### config.mk
export PLATFORM = sky130hd
export DESIGN_NAME = addsub_result_stage
export DESIGN_NICKNAME = d
export VERILOG_FILES = /design/src/rtl/addsub_result_stage.sv
export SDC_FILE = /design/constraint.sdc
export NUM_CORES = 1
export LEC_CHECK = 0
export ABC_AREA = 1
export CAP_MARGIN = 10
export CELL_PAD_IN_SITES_DETAIL_PLACEMENT = 1
export CELL_PAD_IN_SITES_GLOBAL_PLACEMENT = 2
export CORE_ASPECT_RATIO = 1.4
export CORE_MARGIN = 4
export CORE_UTILIZATION = 26
export DETAILED_ROUTE_END_ITERATION = 10
export PLACE_DENSITY = 0.81
export RECOVER_POWER = 50
export SKIP_CTS_REPAIR_TIMING = 1
export SYNTH_ARGS = -nofsm -noshare
export SYNTH_HDL_FRONTEND = slang
export SYNTH_SLANG_ARGS = --single-unit
### constraint.sdc
create_clock -name clk -period 1.85 [get_ports clk]
set_clock_uncertainty 0.05 [all_clocks]
set_input_delay 0.185 -clock clk [delete_from_list [all_inputs] [get_ports clk]]
set_output_delay 0.185 -clock clk [all_outputs]
set_load 0.01 [all_outputs]
### src/rtl/addsub_result_stage.sv
// addsub_result_stage: registers adder sum/carry with N/Z/V/C flags into a small handshake FIFO and tracks overflow events.
module addsub_result_stage #(
    parameter int W     = 8,
    parameter int DEPTH = 2,
    parameter int CNT_W = 8
) (
    input  logic             clk,
    input  logic             rst_n,
    input  logic             in_valid,
    output logic             in_ready,
    input  logic [W-1:0]     op_a,
    input  logic [W-1:0]     op_b,
    input  logic             op_sub,
    input  logic [W-1:0]     sum,
    input  logic             cout,
    output logic             out_valid,
    input  logic             out_ready,
    output logic [W-1:0]     result,
    output logic             flag_n,
    output logic             flag_z,
    output logic             flag_v,
    output logic             flag_c,
    input  logic             clr_sticky,
    output logic             v_sticky,
    output logic [CNT_W-1:0] ovf_count
);
    localparam int AW = $clog2(DEPTH);
    localparam int EW = W + 4;
    localparam logic [AW:0] FULL = (AW+1)'(DEPTH);
    logic [EW-1:0] mem [DEPTH];
    logic [AW-1:0] wr_ptr, rd_ptr;
    logic [AW:0]   count;
    logic          push, pop, v_in;
    logic [EW-1:0] entry;
    always_comb begin
        in_ready  = rst_n && (count != FULL);
        out_valid = count != '0;
        push      = in_valid && in_ready;
        pop       = out_valid && out_ready;
        v_in      = ~(op_a[W-1] ^ op_b[W-1] ^ op_sub) & (sum[W-1] ^ op_a[W-1]);
        entry     = {sum, sum[W-1], sum == '0, v_in, cout};
        {result, flag_n, flag_z, flag_v, flag_c} = mem[rd_ptr];
    end
    always_ff @(posedge clk or negedge rst_n) begin
        if (!rst_n) begin
            wr_ptr    <= '0;
            rd_ptr    <= '0;
            count     <= '0;
            v_sticky  <= 1'b0;
            ovf_count <= '0;
            for (int i = 0; i < DEPTH; i++) mem[i] <= '0;
        end else begin
            if (push) begin
                mem[wr_ptr] <= entry;
                wr_ptr      <= wr_ptr + 1'b1;
            end
            if (pop) rd_ptr <= rd_ptr + 1'b1;
            count <= count + (AW+1)'(push) - (AW+1)'(pop);
            // an overflow push coinciding with a clear restarts the count at one
            if (push && v_in) begin
                v_sticky  <= 1'b1;
                ovf_count <= clr_sticky ? CNT_W'(1) : (&ovf_count ? ovf_count : ovf_count + 1'b1);
            end else if (clr_sticky) begin
                v_sticky  <= 1'b0;
                ovf_count <= '0;
            end
        end
    end
endmodule

==> flow_summary.yaml <==
status:
  outcome: "complete, but fails checks"
  violations: "setup timing"
drt:
  wl_per_cell_um: 12.67
  viasPerCell: 4.446
  initialDrtViolationCount: 48
  dr.pass1.iters: 4
  drt_wl_total_um: 4803
  drtAntennaViolNets: 0
  drc: 0
  vias: 1685
timing:
  worstMarginPinSlew_ns: 0.8933
  maxSlewHeadroom_pct: 40.45
  rsz0062_at_grt: "true"
  timing.final.ws_setup_ns: -0.02056
  period_share_pct: 101.1
  setup_viol: 2
  slew_violations: 0
  fmax_mhz: 534.6
  fin_worst_hold_slack_ns: 0.4308
  period_minus_slack_ns: 1.871
  hold_viol_final: 0
floorplan:
  fp-row-count: 35
  die_h_um: 107.3
  die-area_sq_um: 8471
  start_util_pct: 27.34
  num_io_pins: 54
  die_w_um: 78.94
  core_area_sq_um: 6700
critical_path:
  crit_path_max_fanout: 9
  cp_slowest_cell: "clkdlybuf4s50_1"
  critPathMaxStageDelay_ns: 0.54
  required_ns: 1.62
  crit_type: "reg2out"
  cp-end-kind: "output port"
  crit_top_cell: "nand2_1"
  arrival_ns: 1.64
  crit_chain: "buf_4, nand2_1, nand2_1, clkdlybuf4s50_1"
  cp-start-kind: "flip-flop"
logic_synthesis:
  synth-seq-cells: 35
  netlist_area_sq_um: 1832
  synth_fp_nets: 268
  avgSynthCellArea_sq_um: 7.828
  yosysTopAreaCell: "dfrtp_1"
  synth_cells: 234
  ys_seq_area_share_pct: 47.81
  yosys-top-cells-area: "dfrtp_1 48%, nand2_1 19%, inv_1 5.3%"
  yosys_warnings: 0
  synthDistinctLibCells: 26
  netlist.area_leader.share_pct: 47.81
finish:
  area_growth_pct: 36.48
  drive_above_1_share_pct: 12.54
  fillers: 839
  nets: 321
  antenna_cells: 0
pwr:
  p_per_area_nw_per_um2: 1227
  leakagePower_nw: 1.290
  ir_worst_vdd_mv: 0.4080
  power_w: 0.003067
grt:
  grtUsageTotal_pct: 12.24
  grt_pass1_wl_um: 8328
  overflow: 0
  grt_pass1_vias: 1747
  grt_max_degree: 36
  grt_antenna_before_repair: 0
clock_tree:
  htree_levels: 2
  cts_buffer_depth: 2
  worst_setup_hold_path_clk_slew_ns: 0.07
  cts_root_buf: "clkbuf_8"
  cts_made_buffers: 5
  clock-sinks: 35
  tritoncts: "done"
  clk-insertion-delay-late_ns: 0.28
placed_design:
  hpwlAfterDp_um: 3636
  dp_worst_setup_slack_ns: -0.1222
  gp_congestion: 0.7372
  io_buffers: 39
flow_run:
  drv_cap: 0
worst_hold_path:
  hp-class: "reg2reg"
[worst max-delay path: cells and delay by family, from the launching register on]
family	cells	cell delay [ns]
flip-flops	1	0.50
buffers and inverters	2	0.73
AND/OR/NAND/NOR	2	0.14
[cell usage after synthesis, drive strengths merged]
cell type   n
nand2      94
dfrtp      35
inv        28
o21ai      22
nand3      15
nor2       14
buf         5
nand4       4
ha          3
xor2        3
nor3b       2
o21bai      2
a21oi       1
a31oi       1
clkbuf      1
clkinv      1
nand3b      1
o211ai      1
xnor2       1
[final cells by class]
| class | count | area (sq um) | share of cell area (%) |
|---|---|---|---|
| clock buffers | 6 | 82.58 | 3.303 |
| clock inverters | 1 | 5.005 | 0.2002 |
| inverters | 29 | 117.6 | 4.705 |
| multi-input cells | 164 | 804.5 | 32.18 |
| flip-flops and latches | 35 | 877.1 | 35.09 |
| well taps | 92 | 115.1 | 4.605 |
| repair buffers | 51 | 490.5 | 19.62 |
| repair inverters | 1 | 7.507 | 0.3003 |
[cell families after synthesis]
| group | share of synthesized area (%) |
|---|---|
| xor+xnor | 1.913 |
| flops | 47.81 |
| fa+ha+maj | 2.049 |
| buf+inv | 8.264 |
| simple gates | 30.26 |
| compound gates | 9.699 |
[routing by layer]
| metal | share of wire [%] | up-vias | GRT usage, % |
|---|---|---|---|
| met1 | 45 | 812 | 15.26 |
| met2 | 51 | 32 | 21.39 |
| li1 | - | 837 | - |
| met5 | 0 | - | 0 |
| met3 | 3.5 | 4 | 2.680 |
| met4 | 0.65 | 0 | 2.948 |
[where the power goes]
part	total (W)	internal (W)	switching [W]	leakage, nW
clock	0.000556	0.000292	0.000264	0.0470
combinational	0.00131	0.000650	0.000655	0.794
sequential	0.00121	0.00102	0.000182	0.449
total	0.00307	0.00197	0.00110	1.29
[cells in the final DEF, fill, tap and decap left out, types with 3 or more instances in the layout]
| master | synthesis | layout |
|---|---|---|
| nand2_1 | 93 | 93 |
| dfrtp_1 | 35 | 34 |
| clkdlybuf4s50_1 | 0 | 33 |
| inv_1 | 26 | 26 |
| nand3_1 | 15 | 15 |
| o21ai_0 | 13 | 13 |
| nor2_1 | 12 | 12 |
| buf_4 | 1 | 11 |
| o21ai_2 | 9 | 9 |
| clkbuf_8 | 0 | 6 |
| dlymetal6s2s_1 | 0 | 5 |
| nand4_1 | 4 | 4 |
| xor2_1 | 3 | 3 |
| ha_1 | 3 | 3 |
[stage by stage]
step / cell area, sq um / utilization [%] / setup TNS (ns) / cells
6_report: 2500 / 37.31 / -0.03756 / 379
5_1_grt: 2500 / 37.31 / -0.6839 / 379
4_1_cts: 2470 / 36.86 / -2.769 / 377
3_5_place_dp: 2382 / 35.56 / -0.1222 / 370
3_3_place_gp: 2382 / 35.56 / -0.05357 / 370
2_1_floorplan: 1832 / - / 0 / 234
[flip-flops by register name, summed over array words and instances (netlist names)]
register and flops:
rd_ptr 1, wr_ptr 1, count 2, mem 22, ovf_count 8, v_sticky 1
[path summary, 6_finish.rpt]
path                                          from            endpoint  slack (ns)  depth (start not counted)
min in group asynchronous                    rst_n  mem[5]$_DFFE_PN0P_        0.61                          2
worst min register to register  mem[0]$_DFFE_PN0P_  mem[0]$_DFFE_PN0P_        0.43                          2
max in group asynchronous                    rst_n  rd_ptr$_DFFE_PN0P_        0.52                          2
worst max register to register  count[1]$_DFF_PN0_  count[1]$_DFF_PN0_        0.16                          9
worst min-delay path            mem[0]$_DFFE_PN0P_  mem[0]$_DFFE_PN0P_        0.43                          2
worst max-delay path            rd_ptr$_DFFE_PN0P_              flag_n       -0.02                          4
Power figures use the tool's default switching activity.
